==> src/rtl/mult_div_unit_if.sv <==
// Request/response bundle between the issuing pipeline stage and the HI/LO multiply/divide unit.
// Start is accepted on the rising edge where Busy=0. Done pulses for one cycle when Hi/Lo hold a new result.
interface mult_div_unit_if #(
   parameter int WIDTH = 32
);
   logic             Start;
   logic [1:0]       Op;
   logic [WIDTH-1:0] OperandA;
   logic [WIDTH-1:0] OperandB;
   logic             HiWrite;
   logic             LoWrite;
   logic [WIDTH-1:0] WriteData;
   logic             Busy;
   logic             Done;
   logic             DivByZero;
   logic [WIDTH-1:0] Hi;
   logic [WIDTH-1:0] Lo;
   logic [1:0]       dbg_state;

   modport master (
      output Start, Op, OperandA, OperandB, HiWrite, LoWrite, WriteData,
      input  Busy, Done, DivByZero, Hi, Lo, dbg_state
   );

   modport slave (
      input  Start, Op, OperandA, OperandB, HiWrite, LoWrite, WriteData,
      output Busy, Done, DivByZero, Hi, Lo, dbg_state
   );
endinterface

==> src/rtl/mult_div_unit.sv <==
// Iterative MIPS MULT/MULTU/DIV/DIVU unit with architectural HI/LO and MTHI/MTLO writes.
// One shift-add / restoring shift-subtract step per cycle; fixed 33-edge latency.
module mult_div_unit #(
   parameter int WIDTH = 32
) (
   input logic            Clk,
   input logic            Reset,
   mult_div_unit_if.slave bus
);
   localparam int CW = $clog2(WIDTH) + 1;
   localparam logic [CW-1:0] LAST = CW'(WIDTH - 1);

   typedef enum logic [1:0] {
      IDLE   = 2'd0,
      RUN    = 2'd1,
      FINISH = 2'd2
   } state_t;

   state_t             state;
   logic               op_div;
   logic               sign_a;
   logic               sign_b;
   logic               b_zero;
   logic [WIDTH-1:0]   op_a;
   logic [WIDTH-1:0]   op_b;
   logic [WIDTH-1:0]   work;
   logic [2*WIDTH-1:0] acc;
   logic [CW-1:0]      count;
   logic               busy;
   logic               done;
   logic               div_by_zero;
   logic [WIDTH-1:0]   hi;
   logic [WIDTH-1:0]   lo;

   logic               in_signed;
   logic               in_sign_a;
   logic               in_sign_b;
   logic [WIDTH:0]     add_sum;
   logic [WIDTH:0]     partial;
   logic [WIDTH:0]     diff;
   logic [2*WIDTH-1:0] prod;
   logic [WIDTH-1:0]   quo;
   logic [WIDTH-1:0]   rem;
   logic [WIDTH-1:0]   orig_a;

   always_comb begin
      in_signed = ~bus.Op[0];
      in_sign_a = in_signed & bus.OperandA[WIDTH-1];
      in_sign_b = in_signed & bus.OperandB[WIDTH-1];
      add_sum   = {1'b0, acc[2*WIDTH-1:WIDTH]} + {1'b0, (work[0] ? op_a : '0)};
      // Remainder lives in acc's upper half; the dividend shifts out of work's MSB.
      partial   = {acc[2*WIDTH-1:WIDTH], work[WIDTH-1]};
      diff      = partial - {1'b0, op_b};
      prod      = (sign_a ^ sign_b) ? -acc : acc;
      quo       = (sign_a ^ sign_b) ? -work : work;
      rem       = sign_a ? -acc[2*WIDTH-1:WIDTH] : acc[2*WIDTH-1:WIDTH];
      orig_a    = sign_a ? -op_a : op_a;
   end

   always_ff @(posedge Clk or posedge Reset) begin
      if (Reset) begin
         state       <= IDLE;
         op_div      <= 1'b0;
         sign_a      <= 1'b0;
         sign_b      <= 1'b0;
         b_zero      <= 1'b0;
         op_a        <= '0;
         op_b        <= '0;
         work        <= '0;
         acc         <= '0;
         count       <= '0;
         busy        <= 1'b0;
         done        <= 1'b0;
         div_by_zero <= 1'b0;
         hi          <= '0;
         lo          <= '0;
      end else begin
         case (state)
            IDLE: begin
               done        <= 1'b0;
               div_by_zero <= 1'b0;
               if (bus.Start) begin
                  state  <= RUN;
                  busy   <= 1'b1;
                  op_div <= bus.Op[1];
                  sign_a <= in_sign_a;
                  sign_b <= in_sign_b;
                  b_zero <= (bus.OperandB == '0);
                  op_a   <= in_sign_a ? -bus.OperandA : bus.OperandA;
                  op_b   <= in_sign_b ? -bus.OperandB : bus.OperandB;
                  // Multiplier bits are consumed LSB-first, dividend bits MSB-first.
                  if (bus.Op[1]) work <= in_sign_a ? -bus.OperandA : bus.OperandA;
                  else           work <= in_sign_b ? -bus.OperandB : bus.OperandB;
                  acc    <= '0;
                  count  <= '0;
               end else begin
                  if (bus.HiWrite) hi <= bus.WriteData;
                  if (bus.LoWrite) lo <= bus.WriteData;
               end
            end
            RUN: begin
               if (op_div) begin
                  acc[2*WIDTH-1:WIDTH] <= diff[WIDTH] ? partial[WIDTH-1:0] : diff[WIDTH-1:0];
                  work                 <= {work[WIDTH-2:0], ~diff[WIDTH]};
               end else begin
                  acc  <= {add_sum, acc[WIDTH-1:1]};
                  work <= work >> 1;
               end
               count <= count + 1'b1;
               if (count == LAST) state <= FINISH;
            end
            FINISH: begin
               state <= IDLE;
               busy  <= 1'b0;
               done  <= 1'b1;
               if (!op_div) begin
                  hi <= prod[2*WIDTH-1:WIDTH];
                  lo <= prod[WIDTH-1:0];
               end else if (b_zero) begin
                  hi          <= orig_a;
                  lo          <= '1;
                  div_by_zero <= 1'b1;
               end else begin
                  hi <= rem;
                  lo <= quo;
               end
            end
            default: state <= IDLE;
         endcase
      end
   end

   assign bus.Busy      = busy;
   assign bus.Done      = done;
   assign bus.DivByZero = div_by_zero;
   assign bus.Hi        = hi;
   assign bus.Lo        = lo;
   assign bus.dbg_state = state;
endmodule

==> src/flat_wrapper.sv <==
// flat-port wrapper written by rule: the top's interface ports become plain ports
module mult_div_unit_flat 
#(
   parameter int WIDTH = 32
)
  (Clk, Reset, bus_Start, bus_Op, bus_OperandA, bus_OperandB, bus_HiWrite, bus_LoWrite, bus_WriteData, bus_Busy, bus_Done, bus_DivByZero, bus_Hi, bus_Lo, bus_dbg_state);
  mult_div_unit_if #(.WIDTH(WIDTH)) bus_i ();
  input logic Clk;
  input logic Reset;
  input wire logic [$bits(bus_i.Start)-1:0] bus_Start;
  input wire logic [$bits(bus_i.Op)-1:0] bus_Op;
  input wire logic [$bits(bus_i.OperandA)-1:0] bus_OperandA;
  input wire logic [$bits(bus_i.OperandB)-1:0] bus_OperandB;
  input wire logic [$bits(bus_i.HiWrite)-1:0] bus_HiWrite;
  input wire logic [$bits(bus_i.LoWrite)-1:0] bus_LoWrite;
  input wire logic [$bits(bus_i.WriteData)-1:0] bus_WriteData;
  output wire logic [$bits(bus_i.Busy)-1:0] bus_Busy;
  output wire logic [$bits(bus_i.Done)-1:0] bus_Done;
  output wire logic [$bits(bus_i.DivByZero)-1:0] bus_DivByZero;
  output wire logic [$bits(bus_i.Hi)-1:0] bus_Hi;
  output wire logic [$bits(bus_i.Lo)-1:0] bus_Lo;
  output wire logic [$bits(bus_i.dbg_state)-1:0] bus_dbg_state;
  assign bus_i.Start = bus_Start;
  assign bus_i.Op = bus_Op;
  assign bus_i.OperandA = bus_OperandA;
  assign bus_i.OperandB = bus_OperandB;
  assign bus_i.HiWrite = bus_HiWrite;
  assign bus_i.LoWrite = bus_LoWrite;
  assign bus_i.WriteData = bus_WriteData;
  assign bus_Busy = bus_i.Busy;
  assign bus_Done = bus_i.Done;
  assign bus_DivByZero = bus_i.DivByZero;
  assign bus_Hi = bus_i.Hi;
  assign bus_Lo = bus_i.Lo;
  assign bus_dbg_state = bus_i.dbg_state;
  mult_div_unit #(.WIDTH(WIDTH)) u_core (.Clk(Clk), .Reset(Reset), .bus(bus_i));
endmodule
==> config.mk <==
export PLATFORM = sky130hd
export DESIGN_NAME = mult_div_unit_flat
export DESIGN_NICKNAME = d
export VERILOG_FILES = /design/src/rtl/mult_div_unit_if.sv /design/src/rtl/mult_div_unit.sv /design/src/flat_wrapper.sv
export SDC_FILE = /design/constraint.sdc
export NUM_CORES = 1
export LEC_CHECK = 0
export BUFFER_PORTS_ARGS = -buffer_cell sky130_fd_sc_hd__buf_2
export CAP_MARGIN = 20
export CORE_ASPECT_RATIO = 2
export CORE_UTILIZATION = 30
export CTS_CLUSTER_SIZE = 28
export DETAILED_ROUTE_END_ITERATION = 10
export GPL_TIMING_DRIVEN = 0
export PLACE_DENSITY = 0.56
export SLEW_MARGIN = 10
export SYNTH_ARGS = -nofsm -noshare
export SYNTH_HDL_FRONTEND = slang
export SYNTH_SLANG_ARGS = --single-unit
==> constraint.sdc <==
create_clock -name Clk -period 15.85 [get_ports Clk]
set_input_delay 2.3775 -clock Clk [delete_from_list [all_inputs] [get_ports Clk]]
set_output_delay 2.3775 -clock Clk [all_outputs]
set_load 0.1 [all_outputs]
======== After elaboration in Yosys (flattened, before gate mapping) ========
Cells that the tools add are included.
word-level totals
  register bits after elaboration ......... 239
  latch bits .............................. 0
  RAM bits ................................ 0
  bits in read-only memories .............. 0
  input bits .............................. 103
  memories ................................ 0
operators by class
  add/subtract/negate cells ............... 9
  multiply operators ...................... 0
  div/mod/pow operators ................... 0
  order comparisons ....................... 0
  equality and inequality tests ........... 11
  shift-type cells ........................ 0
  muxes and demuxes ....................... 37
  bitwise operators ....................... 5
  reductions and logical operators ........ 12
operators with widths
  operator                                               count
  two-way mux 32 bit                                     20
  case mux 32 bit (2 select lines)                       3
  negation 32 bit                                        5
  two-way mux 64 bit                                     2
  case mux 64 bit (2 select lines)                       1
  negation 64 bit                                        1
  adder 32 x 32 -> 33 bit                                1
  subtractor 33 x 32 -> 33 bit                           1
  zero test 32 bit                                       1
  case mux 6 bit (2 select lines)                        1
  AND reduction 3 bit                                    4
  inequality test 2 bit, second input constant           5
  AND reduction 2 bit                                    4
  adder 6 x 1 -> 6 bit, second input constant            1
  == test 6 x 5 -> 1 bit, second input constant          1
  two-way mux 6 bit                                      1
  inequality test 2 x 1 -> 1 bit, second input constant  3
  case mux 1 bit (2 select lines)                        3
  two-way mux 2 bit                                      2
  case mux 2 bit (2 select lines)                        1
  nonzero test 2 bit                                     2
  two-way mux 1 bit                                      3
  bitwise AND 1 bit                                      2
  == test 2 x 1 -> 1 bit, second input constant          1
  4 further kinds                                        5

======== Logic depth before layout (Yosys ltp) ========
Gate-level depths: netlist of the first run.
  word-level depth ........................ 6
  mapped depth ............................ 15
  gate-level depth less buffers ........... 14

======== Worst setup path after synthesis of the first run ========
Ideal clock, no wire load.
  path type ............................... in2reg
  start ................................... in bus_OperandB[8]
  end ..................................... reg u_core.work[28]
  setup time .............................. 104 ps
  arrival time ............................ 4622 ps
  path slack .............................. 11125 ps
  cell stages on the path ................. 9
  buffers on the path ..................... 0
  cell sequence ........................... or4_1 or4_1 nand4b_1 nor4_1 nor2_1 xnor2_1 nor3_1 nor2_1 a221oi_1
on the way
  longest elaborated chain between the ends .. 5
ends and longest elaborated chain
  item                              line                  RTL
  from (decl)                       flat_wrapper.sv:13    input wire logic [$bits(bus_i.OperandB)-1:0] bus_OperandB;
  negation 32 bit                   mult_div_unit.sv:93   else work <= in_sign_b ? -bus.OperandB : bus.OperandB;
  two-way mux 32 bit                mult_div_unit.sv:93
  two-way mux 32 bit                mult_div_unit.sv:92   if (bus.Op[1]) work <= in_sign_a ? -bus.OperandA : bus.OperandA;
  two-way mux 32 bit                mult_div_unit.sv:82   if (bus.Start) begin
  case mux 32 bit (2 select lines)  mult_div_unit.sv:78   case (state)
  to (signal assigned)              mult_div_unit.sv:92
  to (signal assigned)              mult_div_unit.sv:93
  to (signal assigned)              mult_div_unit.sv:104  work <= {work[WIDTH-2:0], ~diff[WIDTH]};
  to (decl)                         mult_div_unit.sv:26   logic [WIDTH-1:0] work;
Every way passes these cells. The select of a mux whose other input is x is not followed.
A chain may end at the register's enable or synchronous reset.

======== Final worst setup path of the first run ========
  start ................................... reg u_core.acc[32]
  end ..................................... reg u_core.acc[60]
on the way
  longest elaborated chain between the ends .. 4
ends and longest elaborated chain
  item                                  line                  RTL
  from (decl)                           mult_div_unit.sv:27   logic [2*WIDTH-1:0] acc;
  from (signal, indexed assignment)     mult_div_unit.sv:103  acc[2*WIDTH-1:WIDTH] <= diff[WIDTH] ? partial[WIDTH-1:0] : diff[WIDTH-1:0];
  from (signal assigned)                mult_div_unit.sv:106  acc <= {add_sum, acc[WIDTH-1:1]};
  subtractor 33 x 32 -> 33 bit          mult_div_unit.sv:53   diff = partial - {1'b0, op_b};
  two-way mux 32 bit                    mult_div_unit.sv:103
  two-way mux 32 bit (*)                mult_div_unit.sv:102  if (op_div) begin
  case mux 64 bit (2 select lines) (*)  mult_div_unit.sv:78
Every way passes the cells marked *; elsewhere a longest branch is shown, timed or not.

==> impl_summary.md, run 1 <==
Clock tree
The H-tree level count is 1. The clock sink total is about 240. The clock insertion delay at the later pin of the skew report is 0.60 ns. The total CTS buffers is 25. No sink is reached through more buffers than the 3 on the longest clock path. Buffers inserted to repair hold after CTS numbered 0. The CTS root buffer is sky130_fd_sc_hd__clkbuf_16.

The number of cells upsized or downsized after cts is 0. The number of buffers inserted by post-CTS setup repair is 0. Clock-pin slew was measured on the worst setup and hold paths at 0.08 ns. TritonCTS built the clock tree.

Power
The total power per unit cell area is 237 mW/mm2. IR analysis of the VDD net gives a maximum drop of 127 uV. The static power due to leakage is approximately 0.0093 uW.

Per report_power, the clock group accounts for approximately an eighth of the total. Of the total power, the share spent switching nets is roughly 57%. The portion of total power attributed to combinational logic is 65.1%. The net switching power is just over 3000 uW. The cell internal power dissipation is 2260 uW. The portion of total power attributed to sequential cells is 22.6%.

STA
On the final layout, the worst clock skew is ~0.020 ns. In the finished design, the share of the clock period the worst path needs comes to a little under a third. The remaining max-slew budget at the tightest pin is -1.76%. Setup repair after global routing left no endpoint under its margin. The slew at the pin with the worst max-slew slack is ~1.5 ns.

For this run, the top clock speed supported by timing is 0.199 GHz. The slack of the critical path is 10.82 ns. The worst path needs between 5 and 6 ns of the cycle, external delays included. The number of failing setup endpoints in the final timing report is 0.

The hold violation total from the final report was 0. Adding up every negative setup slack in the final design gives 0 ns. The max-slew violation total from the final report is 1.

Logic synthesis
The distinct cell type count after synthesis is 80. For this run, the register share of the synthesized area comes to 30.7%. In the post-synthesis netlist, the biggest area contributors are sky130_fd_sc_hd__dfrtp_1, sky130_fd_sc_hd__o21ai_0, sky130_fd_sc_hd__xnor2_1, sky130_fd_sc_hd__nand2_1, sky130_fd_sc_hd__a21oi_1. Yosys mapped a number of flops with a built-in enable equal to 0.

The largest area contributor in the synthesized netlist is sky130_fd_sc_hd__dfrtp_1. The number of synthesized register bits is between 200 and 250. In the synthesized netlist, the number of instances is about 2500.

The count of synthesis-stage warnings from yosys is 0. Of all flip-flops after synthesis, the portion carrying an async set or reset was between 90% and 100%. The post-synthesis cell area is 0.0195 mm2. The net count after synthesis is approximately 2600. Among all flip-flop cells after synthesis, the most frequent one is sky130_fd_sc_hd__dfrtp_1. Of the post-synthesis cell area, the dominant cell type holds 30.7%. Averaged over all synthesized cells, the footprint is slightly below 8 um2.

Global route
Global routing finished with a remaining overflow of 0. Entering global routing, the biggest net connects 94 pins. The first global-routing pass estimated 146 mm of wire.

The number of antenna violations at the first check in global routing is 5. The total global routing track utilization is a little under a third. The via count of the first global-routing pass came to slightly above 20000.

Worst setup path
The type of the worst setup path is register to register. For this run, the slowest stage of the critical path takes a little under 0.7 ns. The critical path's slowest cell is sky130_fd_sc_hd__a31oi_1.

Walking the worst path, the cells encountered are clkbuf_1, inv_1, fa_1, nor2b_1, o31a_1, o211a_1, a31oi_1, o41ai_2, xnor2_1, clkbuf_1, nand2_1, a31oi_1, a21boi_0. STA classifies the critical path startpoint as a register. Along the worst path, the maximum fanout reaches 10. For the worst setup path, the data arrival time is between 5 and 6 ns.

The data required time of the worst path is about 16 ns. The endpoint class of the critical path is a register.

Detailed routing
The number of design-rule violations left by the first detailed-router iteration is 1694. The remaining routing DRC violations is 0. The detail route stage leaves a number of antenna-violating nets equal to 0.

Dividing the detail-routed wire length by the instance count gives about 30 um. The length of the first detailed-routing pass in iterations is 5. Summed over all layers, the routed wires come to between 100 and 150 mm. The via density per instance is 5.96. Detailed routing inserted a total of 20725 vias.

Placement
Detailed placement finished with a half-perimeter wire length of 82.9 mm. The post-detailed-placement cell area is around 0.021 mm2. The placement-stage worst setup slack is between 10 and 15 ns.

The post-placement cell count is 3421. Buffers placed on the I/O ports in this run total between 150 and 200. The congestion estimate from routability-driven global placement came to 1.07.

Floorplanning
After floorplanning, the core was divided into about 130 placement rows. The area of the die is roughly 0.066 mm2. From bottom edge to top edge, the die measures 362 um.

The number of primary I/O pins is between 150 and 200. The core region is between 0.06 and 0.07 mm2. The effective utilization at floorplan is 30.5%. The die width is ~180 um.

Layout
The synthesis-to-finish area growth is 14.5%. The ratio of cells with drive above 1 in the final layout is roughly a tenth. The filler cells instantiated in the layout total a little under 7000. The final layout contains around 2800 nets. The most common library cell in the layout ignoring fill and taps is sky130_fd_sc_hd__nand2_1.

The core occupancy in the finished layout is 34.9%. The post-route standard cell area excluding fillers is approximately 0.022 mm2. After the flow finishes, the layout carries non-filler instances totaling approximately 3500. The top cell types in the final layout, fill and taps aside, are sky130_fd_sc_hd__nand2_1, sky130_fd_sc_hd__o21ai_0, sky130_fd_sc_hd__dfrtp_1.

Outcome
The run finished, with violations left. The final reports fail on max-slew violations.

Run
Across the run, the number of max-cap violations was 0.

Worst hold path
The min-delay analysis places its worst path in the category register to register.
## critical path, delay by kind of cell, from the launching register on
family                   cells  cell delay (ns)
AO/OA/AOI/OAI                6             2.17
XOR/XNOR                     1             0.25
adder cells (fa/ha/maj)      1             0.48
buffers and inverters        3             1.24
flip-flops                   1             0.44
AND/OR/NAND/NOR              2             0.31
## flip-flops by register name, summed over array words and instances, names as in the netlist
signal,cells
u_core.op_div,1
u_core.bus.Done,1
u_core.count,6
u_core.acc,64
u_core.sign_a,1
u_core.sign_b,1
u_core.op_a,32
u_core.bus.DivByZero,1
u_core.bus.dbg_state,2
u_core.op_b,32
u_core.bus.Hi,32
u_core.bus.Lo,32
u_core.work,32
u_core.bus.Busy,1
u_core.b_zero,1
## power groups by stage
stage / clock, uW / combinational, uW / sequential, uW
6_report: 653 / 3450 / 1200
5_1_grt: 681 / 3670 / 1200
4_1_cts: 657 / 3350 / 1160
3_5_place_dp: 0 / 3340 / 1170
3_3_place_gp: 0 / 3330 / 1170
2_1_floorplan: 0 / 2030 / 1310
## stage by stage
step           hold WS, ns  total power (uW)
2_1_floorplan        0.450              3340
3_3_place_gp         0.462              4500
3_5_place_dp         0.468              4510
4_1_cts              0.482              5170
5_1_grt              0.497              5550
6_report             0.474              5300
## worst paths after layout
| check | depth (start not counted) | slack, ns | start | endpoint |
|---|---|---|---|---|
| worst max-delay path | 13 | 10.82 | u_core.acc[32] | u_core.acc[60] |
| worst min-delay path | 2 | 0.47 | u_core.bus.Lo[21] | u_core.bus.Lo[21] |
| worst max register to register | 13 | 10.82 | u_core.acc[32] | u_core.acc[60] |
| worst min register to register | 2 | 0.47 | u_core.bus.Lo[21] | u_core.bus.Lo[21] |
| max in group asynchronous | 3 | 13.16 | Reset | u_core.acc[56] |
| min in group asynchronous | 2 | 1.82 | Reset | u_core.acc[22] |
## metal layers
metal  vias up  routed length, um  global-route usage [%]
li1       9282                  -                       -
met1     10038              33700                    29.6
met5         -                  0                  0.0755
met4         0              12500                    32.3
met2      1010              52500                    55.4
met3       395               5800                    5.20
## logic make-up after synthesis
logic type	after synthesis	share of synthesized area (%)
multiplexers	45	2.42
flip-flops	239	30.7
AND/OR/NAND/NOR	779	19.4
AO/OA/AOI/OAI	818	26.8
adder cells (fa/ha/maj)	73	4.77
XOR/XNOR	246	11.1
buffers and inverters	250	4.84
## cell type report
type | instances | area (um2) | share of cell area (%)
diodes | 2 | 5.00 | 0.0224
plain buffers | 177 | 668 | 3.00
clock buffers | 29 | 661 | 2.96
clock inverters | 17 | 203 | 0.909
inverters | 73 | 282 | 1.26
multi-input cells | 1961 | 12600 | 56.3
flip-flops and latches | 239 | 5980 | 26.8
well taps | 798 | 998 | 4.48
repair buffers | 179 | 948 | 4.25
## cell usage after synthesis, types with 7 or more instances
| library cell | n |
|---|---|
| sky130_fd_sc_hd__o41ai_1 | 19 |
| sky130_fd_sc_hd__nand2_1 | 289 |
| sky130_fd_sc_hd__a211oi_1 | 37 |
| sky130_fd_sc_hd__o21a_1 | 8 |
| sky130_fd_sc_hd__and3_1 | 27 |
| sky130_fd_sc_hd__o31ai_1 | 25 |
| sky130_fd_sc_hd__o21ai_1 | 7 |
| sky130_fd_sc_hd__o221ai_1 | 12 |
| sky130_fd_sc_hd__a221oi_1 | 38 |
| sky130_fd_sc_hd__nor2b_1 | 19 |
| sky130_fd_sc_hd__o21bai_1 | 7 |
| sky130_fd_sc_hd__o21ai_0 | 251 |
| sky130_fd_sc_hd__a21oi_1 | 202 |
| sky130_fd_sc_hd__a221o_1 | 13 |
| sky130_fd_sc_hd__mux2i_1 | 37 |
| sky130_fd_sc_hd__or3_1 | 23 |
| sky130_fd_sc_hd__xnor2_1 | 139 |
| sky130_fd_sc_hd__nand3_1 | 53 |
| sky130_fd_sc_hd__o31a_1 | 7 |
| sky130_fd_sc_hd__a22o_1 | 30 |
| sky130_fd_sc_hd__inv_1 | 71 |
| sky130_fd_sc_hd__nor4_1 | 19 |
| sky130_fd_sc_hd__a31oi_1 | 32 |
| sky130_fd_sc_hd__mux2_2 | 7 |
| sky130_fd_sc_hd__o211ai_1 | 16 |
| sky130_fd_sc_hd__nand2b_1 | 22 |
| sky130_fd_sc_hd__nor3_1 | 47 |
| sky130_fd_sc_hd__or4_1 | 19 |
| sky130_fd_sc_hd__nor2_1 | 157 |
| sky130_fd_sc_hd__xor2_1 | 107 |
| sky130_fd_sc_hd__dfrtp_1 | 239 |
| sky130_fd_sc_hd__clkbuf_1 | 158 |
| sky130_fd_sc_hd__nand4_1 | 13 |
| sky130_fd_sc_hd__buf_1 | 16 |
| sky130_fd_sc_hd__a311oi_1 | 7 |
| sky130_fd_sc_hd__a22oi_1 | 18 |
| sky130_fd_sc_hd__a21o_1 | 31 |
| sky130_fd_sc_hd__ha_1 | 71 |
| sky130_fd_sc_hd__a32oi_1 | 7 |
| sky130_fd_sc_hd__and2_1 | 61 |
(Power assumes the default switching activity.)
==> inputs of run 2 (changes only) <==
--- a/config.mk
+++ b/config.mk
@@ -12,7 +12,7 @@
 export CTS_CLUSTER_SIZE = 28
 export DETAILED_ROUTE_END_ITERATION = 10
 export GPL_TIMING_DRIVEN = 0
-export PLACE_DENSITY = 0.56
+export PLACE_DENSITY = 0.57
 export SLEW_MARGIN = 10
 export SYNTH_ARGS = -nofsm -noshare
 export SYNTH_HDL_FRONTEND = slang
==> constraint.sdc (replaced) <==
create_clock -name Clk -period 4.45 [get_ports Clk]
set_input_delay 0.6675 -clock Clk [delete_from_list [all_inputs] [get_ports Clk]]
set_output_delay 0.6675 -clock Clk [all_outputs]
set_load 0.1 [all_outputs]
==> run 2 against run 1 <==
  * The flow now finishes without violations
  * Design area is essentially flat
  * Critical path type unchanged
  * Combinational power grew to 3.5 times the previous value
  * Clock power grew to 3.3 times the previous value
  * Non-clock buffer count grew 2
  * Clock-buffer cell count shrank 1
  * Sequential power grew to 3.5 times the previous value
  * First-iteration DRC count grew 13%
  * Cell count is essentially flat
  * Via count grew 1.1%
  * Fmax grew 16%
  * Largest power group unchanged
==> impl_summary.md, run 2 (same netlist as run 1, synthesis figures left out) <==
Outcome
The run finished with clean final reports.

Floorplanning
The area of the die is 0.0660 mm2 (unchanged). The effective utilization at floorplan came to 30.5% (unchanged). The die width is 182 um (unchanged). The core region area came to 0.0639 mm2 (unchanged). The height of the die came to 362 um (unchanged). The number of primary I/O pins came to 172 (unchanged). The total number of placement rows is 131 (unchanged).

Clock tree
TritonCTS built the clock tree. The quantity of hold-fixing buffers added after cts is 0 (unchanged). The clock insertion delay at the later pin of the skew report was 0.60 ns (about the same). The clock sink total was 239 (unchanged). The H-tree level count is 1 (unchanged). The total CTS buffers came to 23 (-8.0%). The clock-pin slew on the worst setup and hold paths is 0.08 ns (about the same). The tree is rooted in a sky130_fd_sc_hd__clkbuf_16. The number of buffers inserted by post-CTS setup repair is 0 (unchanged). The maximum clock path buffer count is 3 (unchanged).

Power
The static power due to leakage is 0.00933 uW (about the same). The relative contribution of the clock network to total power is 11.5% (-0.8 points). The fraction of power spent switching nets was 57.4% (about the same). The worst supply voltage drop on vdd is 400 uV (+220%). The total power per unit cell area is 832 mW/mm2 (+250%). The cell internal power dissipation was 7920 uW (+250%). The portion of total power attributed to sequential cells came to 22.7% (about the same). The portion of total power attributed to combinational logic is 65.8% (+0.7 points).

The power consumption came to 18600 uW (+250%). The net switching power came to 10700 uW (+250%).

STA
The portion of the clock cycle consumed by the worst path in the final layout came to 97.2% (+65 points). The hold violation total from the final report came to 0 (unchanged). The worst hold slack across all endpoints is 0.104 ns (-0.370 ns). The remaining max-slew budget at the tightest pin is 0.658% (+2.4 points). The max-slew violation total from the final report is 0 (-1). The final clock skew was 0.0226 ns (+0.00263 ns). The slack of the critical path is 0.124 ns (-10.69 ns). Setup repair after global routing left no endpoint under its margin. The slew at the pin with the worst max-slew slack is 1.49 ns (-0.0362 ns). The maximum clock frequency came to 0.231 GHz (+16%). The number of failing setup endpoints in the final timing report is 0 (unchanged).

The post-route minimum period is 4.33 ns (-0.705 ns).

Placement
The count of buffers from port buffering came to 171 (unchanged). The post-detailed-placement cell area is 0.0215 mm2 (+0.58%). The placed wire-length estimate after detailed placement is 81.2 mm (-2.0%). The post-placement cell count is 3429 (+0.23%). The placement-stage worst setup slack came to -0.177 ns (-10.63 ns). The routability-driven placement congestion ratio is 1.07 (-0.52%).

Worst setup path
The worst setup path is launched from a register. The type of the worst setup path is register to register. The register-to-register setup slack is 0.12 ns (-10.69 ns). The beginning of the worst register-to-register path is u_core.acc[32]. In this run the critical register-to-register path is captured at u_core.acc[41]. The worst-case reg-to-reg path depth came to 13 (unchanged). The worst setup path is captured at a register. The critical path arrival is 4.76 ns (-0.74 ns).

The data required time of the worst path is 4.88 ns (-11.44 ns). The maximum fanout along the worst path was 10 (unchanged).

Layout
The most common library cell in the layout ignoring fill and taps is sky130_fd_sc_hd__nand2_1. The final net count is 2832 (unchanged). The register with the most flip-flops in the final layout is u_core.acc.

The ratio of cells with drive above 1 in the final layout was 10.1% (+0.31 points). The non-filler instance count after layout is 3472 (-0.086%). Leaving out fill and tap cells, the most frequent cells in the layout are sky130_fd_sc_hd__nand2_1, sky130_fd_sc_hd__o21ai_0, sky130_fd_sc_hd__dfrtp_1.

The total of fill cells in the finished design is 6896 (+0.47%). The synthesis-to-finish area growth came to 14.6% (about the same). The number of flip-flops in the largest register is 64 (unchanged). The post-route standard cell area excluding fillers is 0.0223 mm2 (about the same).

Global route
The met2 usage in global routing is 55.5% (+0.083 points). The global routing met1 resource utilization is 29.7% (+0.059 points). The global-route congestion overflow total came to 0 (unchanged). The pin count of the biggest net entering global routing came to 38 (-60%). The total global routing track utilization is 30.9% (-0.37 points). The number of antenna violations at the first check in global routing is 7 (+2). The global routing met3 resource utilization is 4.77% (-0.43 points). The wire length of the first global-routing pass came to 146 mm (about the same). In this run the most used layer during global routing was met2. The via count of the first global-routing pass came to 20809 (+2.4%).

Detailed routing
The via count is 20962 (+1.1%). The via density per instance is 6.04 (+1.2%). The number of design-rule violations left by the first detailed-router iteration is 1922 (+13%). The routed wire length was 103 mm (-1.8%). The number of nets with antenna violations after detailed routing is 0 (unchanged).

The length of the first detailed-routing pass in iterations is 8 (+3). The remaining routing DRC violations was 0 (unchanged). The average wire length per cell after detail routing is 29.6 um (-1.7%).

Worst hold path
The path class of the tightest hold or removal check is primary input to asynchronous set/reset pin.

Run
The count of max-cap constraint violations is 0 (unchanged).
## run 2: how the worst max path moves through the flow
stage	from	endpoint	slack, ns
after floorplan	Reset	u_core.acc[0]	0.65
after global placement	Reset	u_core.bus.Hi[6]	-1.09
after detailed placement	u_core.acc[32]	u_core.acc[41]	-0.18
after CTS	u_core.work[31]	u_core.acc[36]	0.03
after global routing	u_core.acc[16]	u_core.bus.Hi[21]	0.004
final	u_core.acc[32]	u_core.acc[41]	0.12
## run 2: layer usage
metal	vias up	part of all wire, %	wire (um)
li1	9286	-	-
met1	10154	32	33200
met2	1066	50	51300
met3	456	5.7	5890
met4	0	12	12200
met5	-	0	0
## run 2: critical path, cell delays in order, from the launching register on
cell and delay (ns):
sky130_fd_sc_hd__dfrtp_1 0.44, sky130_fd_sc_hd__clkbuf_4 0.32, sky130_fd_sc_hd__inv_1 0.16, sky130_fd_sc_hd__fa_1 0.46, sky130_fd_sc_hd__nor2b_1 0.22, sky130_fd_sc_hd__o31a_1 0.17
sky130_fd_sc_hd__o211a_1 0.29, sky130_fd_sc_hd__a31oi_1 0.20, sky130_fd_sc_hd__o41ai_2 0.48, sky130_fd_sc_hd__xor2_1 0.27, sky130_fd_sc_hd__buf_2 0.30, sky130_fd_sc_hd__mux2_2 0.38
sky130_fd_sc_hd__a22oi_2 0.30, sky130_fd_sc_hd__o21ai_0 0.15
## run 2: cell type report
cell class	instances	area [um2]	area share, %
diodes	3	7.51	0.0336
plain buffers	176	672	3.01
clock buffers	28	644	2.89
clock inverters	12	116	0.521
inverters	73	278	1.24
multi-input cells	1961	12600	56.4
flip-flops and latches	239	5980	26.8
well taps	798	998	4.47
repair buffers	182	1040	4.68
## run 2: through the flow
stage,setup TNS (ns),util [%]
detailed placement,-0.962,33.7
global placement,-253.59,33.4
finish,0,34.9
CTS,0,34.9
global route,0,34.9
floorplan,0,-
## run 2: timing repair
| action | in CTS | in global routing |
|---|---|---|
| endpoints found under the setup margin | 11 | 23 |
| resized for setup | 2 | 13 |
| hold endpoints to repair | 0 | 0 |
## run 2: power groups by stage
stage / combinational (uW) / sequential (uW) / clock (uW)
after floorplan: 7240 / 4650 / 0
after global placement: 11700 / 4120 / 0
after detailed placement: 11800 / 4110 / 0
after CTS: 11800 / 4080 / 2140
after global routing: 13000 / 4250 / 2220
final: 12200 / 4220 / 2140
